===== src/rtl/cla2_pkg.sv =====
// rtl/cla2_pkg.sv - shared width, propagate/generate bundle and lookahead carry helper for cla2
package cla2_pkg;

    localparam int width = 2;

    // Per-bit propagate and generate terms, bit 0 is the LSB.
    typedef struct packed {
        logic [width-1:0] p;
        logic [width-1:0] g;
    } pg_t;

    // Returns {c2, c1}. Each carry is formed directly from p/g/ci,
    // so c2 does not wait on c1.
    function automatic logic [1:0] lookahead(input pg_t pg, input logic ci);
        logic c1;
        logic c2;
        c1 = pg.g[0] | (pg.p[0] & ci);
        c2 = pg.g[1] | (pg.p[1] & pg.g[0]) | (pg.p[1] & pg.p[0] & ci);
        return {c2, c1};
    endfunction

endpackage


===== src/rtl/cla2_xorgate.sv =====
// rtl/cla2_xorgate.sv - 2-input XOR used for the propagate and sum terms
// Ports: a, b - inputs; y - a XOR b.
module xorgate (
    input  logic a,
    input  logic b,
    output logic y
);

    assign y = a ^ b;

endmodule


===== src/rtl/cla2.sv =====
// rtl/cla2.sv - 2-bit registered carry-lookahead adder
// Ports: clk, rst (async, active-high); a, b - 2-bit operands; ci - carry-in;
//        s - registered sum; carry1 - registered carry into bit 1;
//        carry2 - registered final carry-out. Latency 1, throughput 1/cycle.
module cla2
    import cla2_pkg::*;
(
    input  logic             clk,
    input  logic             rst,
    input  logic [width-1:0] a,
    input  logic [width-1:0] b,
    input  logic             ci,
    output logic [width-1:0] s,
    output logic             carry1,
    output logic             carry2
);

    logic [width-1:0] p;
    logic [width-1:0] sum_d;
    logic [1:0]       c;      // {c2, c1}
    pg_t              pg;

    xorgate u_p0 (.a(a[0]), .b(b[0]), .y(p[0]));
    xorgate u_p1 (.a(a[1]), .b(b[1]), .y(p[1]));

    assign pg = '{p: p, g: a & b};
    assign c  = lookahead(pg, ci);

    xorgate u_s0 (.a(p[0]), .b(ci),   .y(sum_d[0]));
    xorgate u_s1 (.a(p[1]), .b(c[0]), .y(sum_d[1]));

    always_ff @(posedge clk or posedge rst) begin
        if (rst) begin
            s      <= '0;
            carry1 <= 1'b0;
            carry2 <= 1'b0;
        end else begin
            s      <= sum_d;
            carry1 <= c[0];
            carry2 <= c[1];
        end
    end

endmodule


===== config.mk =====
export PLATFORM = sky130hd
export DESIGN_NAME = cla2
export DESIGN_NICKNAME = d
export VERILOG_FILES = /design/src/rtl/cla2_pkg.sv /design/src/rtl/cla2_xorgate.sv /design/src/rtl/cla2.sv
export SDC_FILE = /design/constraint.sdc
export NUM_CORES = 1
export LEC_CHECK = 0
export CAP_MARGIN = 20
export CORE_AREA = 4 4 41 43
export DETAILED_ROUTE_END_ITERATION = 8
export DIE_AREA = 0 0 45 47
export PLACE_DENSITY_LB_ADDON = 0.12
export SLEW_MARGIN = 20
export SYNTH_ARGS = -nofsm -noshare
export SYNTH_HDL_FRONTEND = slang
export SYNTH_SLANG_ARGS = --single-unit
export TNS_END_PERCENT = 30

===== constraint.sdc =====
create_clock -name clk -period 0.8 [get_ports clk]
set_input_delay 0.16 -clock clk [delete_from_list [all_inputs] [get_ports clk]]
set_output_delay 0.16 -clock clk [all_outputs]
set_load 0.01 [all_outputs]

==> flow_summary.toml, run 1 <==
[status]
status = "complete, but fails checks"
violations = "negative setup slack"

[synthesis]
syn_inst = 12
syn_avg_cell_area_um2 = 14.28
synth.top_cells.by_area = "dfrtp_1 (58%), ha_1 (15%), fa_1 (12%)"
synth_most_common_cell = "dfrtp_1"
synth_cell_type_count = 8
yosys_warnings = 0
yosys_register_bits = 4
synth_top_area_share_pct = 58.39
async_reset_ff_share_pct = 100.0
synth-main-ff-cell = "dfrtp_1"
synth_nets = 22
synth_edf_count = 0
synth_area_um2 = 171.4
yosys.area.top_type = "dfrtp_1"
ys_seq_area_share_pct = 58.39
synthTopCellsByCount = "dfrtp_1 (4), ha_1 (2)"

[finish]
fin_nets = 37
multiInputGateArea_um2 = 86.33
seq_area_um2 = 100.1
antennaDiodeCount = 0
drive_above_1_share_pct = 44.00
fillCellCount = 148
syn_to_final_growth_pct = 83.94

[global_routing]
grt_pass1_wl_um = 586
gr-total-overflow = 0
grt_use_met3_pct = 2.299
grt_max_degree = 5
top_usage_layer = "met4"
use_met1_pct = 4.872
grtUsageMet2_pct = 4.237
groute.usage.overall_pct = 4.535
antenna_found_initial = 0
grt_pass1_vias = 163

[placed_design]
gp_congestion = 0.6429
io_buffers = 10
place_ws_ns = -0.5084

[sta]
setup_slack_ns = -0.06835
tightest_slew_ns = 0.1442
slew_headroom_pct = 90.38
drv_slew = 0
hold_violations = 0
fin_crit_sh_pct = 108.5
max_freq_mhz = 1152
setup_viol = 5
rsz0062_at_grt = "true"
fin_tns_setup_ns = -0.2699
period_minus_slack_ns = 0.8684

[power]
p_leak_nw = 0.1471
p_per_area_nw_per_um2 = 1923
ir_worst_vdd_mv = 0.4486

[die]
die_h_um = 47
rows = 13
ios = 11
die_width_um = 45
initial_core_util_pct = 13.17
dieArea_um2 = 2115
fp.coreArea_um2 = 1301

[flow_run]
cap_viol_max_count = 0

[clock_tree]
numClockSinks = 4
htree_levels = 1
root_buffer = "clkbuf_4"
cts_made_buffers = 3
cts_tree = "done"
postCtsHoldBufs = 0
cts.reportedPaths.clkPinSlew_ns = 0.04
postCtsSetupRepairBufs = 0
cts_buffer_depth = 2

[critical_path]
path_depth = 1
cp-end-kind = "primary output"
critPathBufInv = 1
worst_ep_arrival_time_ns = 0.71
cp_data_required_time_ns = 0.64
path_delay_family = "flip-flops"
crit_start = "s[0]$_DFF_PP0_"
max_stage_delay_ns = 0.35
cp_cell_sequence = "buf_2"
path_max_fanout = 1
slowest_stage = "dfrtp_1"
worstSetupPathType = "flip-flop to primary output"
worstSetupStartpointType = "flip-flop"

[routing]
vias = 123
first_iter_violations = 1
firstDrtPassIters = 2
drtAntennaViolNets = 0
viasPerCell = 3.075
drc = 0
wl_per_cell_um = 8.225
totalWireLength_um = 329

[worst_hold_path]
hp-class = "input port to async pin"
==> metal layers <==
metal,vias to the layer above,share of wire [%],routed length (µm)
met5,-,0,0
met4,0,0,0
met3,0,18,60
met2,10,43,141
met1,48,39,127
li1,65,-,-
==> power breakdown <==
group          switching, mW  internal (mW)  total (mW)
clock network         0.0742          0.167       0.241
logic                 0.0568         0.0717       0.129
registers            0.00682          0.230       0.236
total                  0.138          0.468       0.606
==> logic make-up after synthesis <==
kind of cell	Yosys count	share of synthesized area (%)
fa+ha+maj	3	26.28
simple gates	2	5.105
flops	4	58.40
buf+inv	1	2.188
compound gates	1	2.917
xor+xnor	1	5.110
==> what timing repair did <==
| item | 4_1_cts | 5_1_grt |
|---|---|---|
| gates resized for setup | 25 | 2 |
| endpoints found under the hold margin | 0 | 0 |
| pin swaps | 4 | 0 |
| endpoints found under the setup margin | 8 | 6 |
| gates cloned | 0 | 0 |
==> stage by stage <==
step / utilization [%] / std cells / area, µm² / hold WS (ns) / power [mW]
2_1_floorplan: - / 12 / 173.9 / -0.07392 / 0.2858
3_3_place_gp: 22.50 / 37 / 292.8 / 0.3587 / 0.3813
3_5_place_dp: 22.50 / 37 / 292.8 / 0.3517 / 0.3800
4_1_cts: 23.46 / 40 / 305.3 / 0.1099 / 0.6094
5_1_grt: 24.23 / 40 / 315.3 / 0.1134 / 0.6607
6_report: 24.23 / 40 / 315.3 / 0.1121 / 0.6063
==> registers in the layout (all words and copies together) (netlist names) <==
register and flops:
carry2 1, s 2, carry1 1
==> layout make-up <==
type | count | share of cell area [%]
timing repair buffer | 10 | 26.59
multi-input combinational | 7 | 27.38
tap | 15 | 5.952
inverter | 1 | 1.190
sequential | 4 | 31.75
clock buffer | 3 | 7.143
==> cell usage in the layout (no fill, tap or decap), types with 3 or more instances in the layout <==
cell type / instances
dfrtp_1: 4
dlygate4sd2_1: 3
clkbuf_4: 3
buf_2: 3
==> worst max path at each step <==
stage,end
after detailed placement,s[1]$_DFF_PP0_
after global routing,s[0]
after global placement,s[1]$_DFF_PP0_
final,s[0]
after CTS,s[0]
after floorplan,s[1]$_DFF_PP0_
Power figures use the tool's default switching activity.
==> run 2: changes to the inputs <==
Settings changed: ABC_CLOCK_PERIOD_IN_PS set to 800, REMOVE_ABC_BUFFERS set to 1.
==> run 2 against run 1 <==
Net effect:
- the run still ends with negative setup slack left
- sequential power barely moved
- utilization rose by 0.096 points
- fmax rose by 0.52%
- worst setup slack improved by 0.0045 ns
- sequential share of layout area fell by 0.13 points
- die area did not move
- final cell count did not move
- hold slack improved by 0.010 ns
- largest power group is now sequential cells
==> flow_summary.toml, run 2 (synthesized netlist as in run 1, its figures left out) <==
[status]
status = "complete, but fails checks"
violations = "negative setup slack"

[global_routing]
antenna_found_initial = 0
grt_pass1_wl_um = 648
top_usage_layer = "met4"
grt_pass1_vias = 177
groute.usage.overall_pct = 4.679
grt_use_met3_pct = 0.3831
grtUsageMet2_pct = 6.215
gr-total-overflow = 0
use_met1_pct = 4.828
grt_max_degree = 5

[routing]
viasPerCell = 3.275
first_iter_violations = 0
vias = 131
firstDrtPassIters = 1
drtAntennaViolNets = 0
wl_per_cell_um = 8.800
drc = 0
totalWireLength_um = 352

[placed_design]
io_buffers = 10
dpl_cell_area_um2 = 290.3
gp_congestion = 0.6456

[die]
fp.coreArea_um2 = 1301
die_h_um = 47
dieArea_um2 = 2115
ios = 11
rows = 13
die_width_um = 45
initial_core_util_pct = 13.17

[sta]
setup_slack_ns = -0.06388
drv_slew = 0
tightest_slew_ns = 0.1421
hold_violations = 0
fin_crit_sh_pct = 108.0
setup_viol = 4
rsz0062_at_grt = "true"
max_freq_mhz = 1158
slew_headroom_pct = 90.52
fin_tns_setup_ns = -0.2509
period_minus_slack_ns = 0.8639

[finish]
largestRegisters = "s (2), carry1 (1), carry2 (1)"
antennaDiodeCount = 0
fillCellCount = 152
drive_above_1_share_pct = 44.00
largest-register = "s"
mostFrequentLayoutCell = "dfrtp_1"
design_area_um2 = 316.6
largest_register_ffs = 2
syn_to_final_growth_pct = 84.67
fin_nets = 37
final_cell_mix = "dfrtp_1 (4), clkbuf_4 (3), buf_2 (3)"

[critical_path]
path_max_fanout = 1
worstSetupPathType = "flip-flop to primary output"
worstSetupStartpointType = "flip-flop"
slowest_stage = "dfrtp_1"
cp_data_required_time_ns = 0.64
cp_cell_sequence = "buf_6"
path_depth = 1
worst_ep_arrival_time_ns = 0.70
max_stage_delay_ns = 0.36
path_delay_family = "flip-flops"
cp-end-kind = "primary output"
critPathBufInv = 1

[clock_tree]
cts_made_buffers = 3
postCtsSetupRepairBufs = 0
cts_tree = "done"
htree_levels = 1
numClockSinks = 4
cts.reportedPaths.clkPinSlew_ns = 0.03
cts_buffer_depth = 2
root_buffer = "clkbuf_4"

[worst_hold_path]
hp-class = "input port to async pin"

[flow_run]
cap_viol_max_count = 0

[power]
ir_worst_vdd_mv = 0.3741
p_leak_nw = 0.1476
p_per_area_nw_per_um2 = 1933
-- run 2: changes by cell type in the layout (fill, tap and decap cells not counted) --
cell             change
clkdlybuf4s15_2      -1
clkdlybuf4s15_1      +1
buf_6                +1
dlygate4sd2_1        -1
-- run 2: final cells by class --
| cell class | count | area, µm² | area share, % |
|---|---|---|---|
| Tap cell | 15 | 18.77 | 5.929 |
| Sequential cell | 4 | 100.1 | 31.62 |
| Clock buffer | 3 | 22.52 | 7.115 |
| Timing Repair Buffer | 10 | 85.08 | 26.88 |
| Multi-Input combinational cell | 7 | 86.33 | 27.27 |
| Inverter | 1 | 3.754 | 1.186 |
-- run 2: metal layers --
| metal | vias up | share of wire, % |
|---|---|---|
| met5 | - | 0 |
| met4 | 0 | 0 |
| li1 | 65 | - |
| met2 | 10 | 46 |
| met3 | 0 | 17 |
| met1 | 56 | 36 |
-- run 2: timing repair --
item                                    4_1_cts  5_1_grt
cloned                                        0        0
pin swaps                                     5        0
endpoints found under the setup margin        8        6
hold endpoints to repair                      0        0
hold buffers                                  0        0
resized for setup                            28        3
-- run 2: final timing paths --
path	start	end
max in group asynchronous	rst	s[1]$_DFF_PP0_
min in group clk	ci	carry2$_DFF_PP0_
worst min-delay path	rst	carry2$_DFF_PP0_
worst max-delay path	s[1]$_DFF_PP0_	s[1]
-- run 2: where the power goes --
group / internal, mW / leakage, nW / switching [mW]
logic: 0.0797 / 0.0868 / 0.0585
registers: 0.230 / 0.0470 / 0.00836
clock network: 0.167 / 0.0138 / 0.0688
-- run 2: stage by stage --
| stage | worst slack (ns) | util, % | power, mW | hold slack, ns | instances |
|---|---|---|---|---|---|
| after floorplan | -0.07782 | - | 0.2852 | -0.07392 | 12 |
| final | -0.06388 | 24.33 | 0.6119 | 0.1224 | 40 |
| after CTS | -0.07796 | 23.08 | 0.6029 | 0.1223 | 40 |
| after detailed placement | -0.6066 | 22.31 | 0.3800 | 0.3629 | 37 |
| after global placement | -0.5990 | 22.31 | 0.3784 | 0.3541 | 37 |
| after global routing | -0.09065 | 24.33 | 0.6560 | 0.1565 | 40 |
==> run 3: changes to the inputs <==
Settings changed: ABC_CLOCK_PERIOD_IN_PS 800 to unset, CAP_MARGIN 20 to unset, SETUP_SLACK_MARGIN set to 0.1.
==> run 3 against run 2 <==
Net effect:
- hold slack unchanged
- total power increased by 0.77%
- utilization increased by 0.29 points
- critical path depth unchanged
- non-clock buffer count unchanged
- clock power about the same
- fmax about the same
- the flow still finishes with violations (negative setup slack)
- count of clock-buffer cells in the layout unchanged
- critical endpoint unchanged
==> flow_summary.toml, run 3 (synthesized netlist as in run 1, its figures left out) <==
[finish]
syn_to_final_growth_pct = 86.86
mostFrequentLayoutCell = "dfrtp_1"
antennaDiodeCount = 0
final_cell_mix = "dfrtp_1 (4), clkbuf_4 (3), buf_2 (3), buf_6 (3)"
largest_register_ffs = 2
fillCellCount = 148
fin_nets = 37
design_area_um2 = 320.3
drive_above_1_share_pct = 56.00
largestRegisters = "s (2), carry1 (1), carry2 (1)"
largest-register = "s"

[status]
status = "complete, but fails checks"
violations = "negative setup slack"

[placed_design]
gp_congestion = 0.6456
io_buffers = 10
dpl_cell_area_um2 = 290.3

[clock_tree]
cts_tree = "done"
cts_made_buffers = 3
postCtsSetupRepairBufs = 0
numClockSinks = 4
htree_levels = 1
root_buffer = "clkbuf_4"
cts.reportedPaths.clkPinSlew_ns = 0.03
postCtsHoldBufs = 0
cts_buffer_depth = 2

[critical_path]
worstSetupStartpointType = "flip-flop"
path_delay_family = "flip-flops"
cp_data_required_time_ns = 0.64
path_max_fanout = 1
worst_ep_arrival_time_ns = 0.70
cp-end-kind = "primary output"
slowest_stage = "dfrtp_1"
worstSetupPathType = "flip-flop to primary output"
cp_cell_sequence = "buf_6"
crit_start = "s[1]$_DFF_PP0_"
max_stage_delay_ns = 0.36
critPathBufInv = 1

[flow_run]
cap_viol_max_count = 0

[routing]
drc = 0
firstDrtPassIters = 1
wl_per_cell_um = 8.800
totalWireLength_um = 352
vias = 131
first_iter_violations = 0
viasPerCell = 3.275
drtAntennaViolNets = 0

[sta]
max_freq_mhz = 1158
tightest_slew_ns = 0.1421
period_minus_slack_ns = 0.8637
slew_headroom_pct = 90.52
rsz0062_at_grt = "true"
whs_ns = 0.1224
drv_slew = 0
fin_crit_sh_pct = 108.0
hold_violations = 0
setup_slack_ns = -0.06375
setup_viol = 4

[global_routing]
grt_max_degree = 5
groute.usage.overall_pct = 4.600
gr-total-overflow = 0
antenna_found_initial = 0
grt_pass1_vias = 177
grt_pass1_wl_um = 641

[die]
dieArea_um2 = 2115
initial_core_util_pct = 13.17
ios = 11
die_width_um = 45
rows = 13
die_h_um = 47
fp.coreArea_um2 = 1301

[power]
finalPower_mw = 0.6166
p_per_area_nw_per_um2 = 1925
p_leak_nw = 0.1502
ir_worst_vdd_mv = 0.3751

[worst_hold_path]
hp-class = "input port to async pin"
-- run 3: report_power, final --
part,total (mW),internal (mW),switching (mW),leakage (nW)
Clock,0.235,0.167,0.0687,0.0138
Combinational,0.143,0.0847,0.0582,0.0894
Sequential,0.238,0.230,0.00836,0.0470
-- run 3: final timing paths --
kind | end | slack (ns) | cells past startpoint
worst max-delay path | s[1] | -0.06 | 1
worst min-delay path | carry2$_DFF_PP0_ | 0.12 | 2
max in group asynchronous | s[1]$_DFF_PP0_ | 0.53 | 2
min in group clk | carry2$_DFF_PP0_ | 0.17 | 3
-- run 3: repair_timing --
action	CTS	global route
setup endpoints to repair	8	6
pin swaps	5	3
gates resized for setup	36	6
-- run 3: cell type report --
type / count / area, µm² / area share [%]
sequential: 4 / 100.1 / 31.25
timing repair buffer: 10 / 88.84 / 27.73
multi-input combinational: 7 / 86.33 / 26.95
clock buffer: 3 / 22.52 / 7.031
tap: 15 / 18.77 / 5.859
inverter: 1 / 3.754 / 1.172
-- run 3: per-layer routing --
layer | global-route usage, % | vias up | part of all wire [%]
met2 | 6.215 | 10 | 46
li1 | - | 65 | -
met5 | 0 | - | 0
met1 | 4.598 | 56 | 37
met3 | 0.3831 | 0 | 16
met4 | 8.772 | 0 | 0
-- run 3: per-stage QoR --
step                      TNS [ns]  util, %  worst slack, ns  instances
after floorplan           -0.07782        -         -0.07782         12
after global placement      -2.651    22.31          -0.5990         37
after detailed placement    -2.676    22.31          -0.6066         37
after CTS                  -0.2979    23.27         -0.07796         40
after global routing       -0.3439    24.62         -0.09065         40
final                      -0.2506    24.62         -0.06375         40
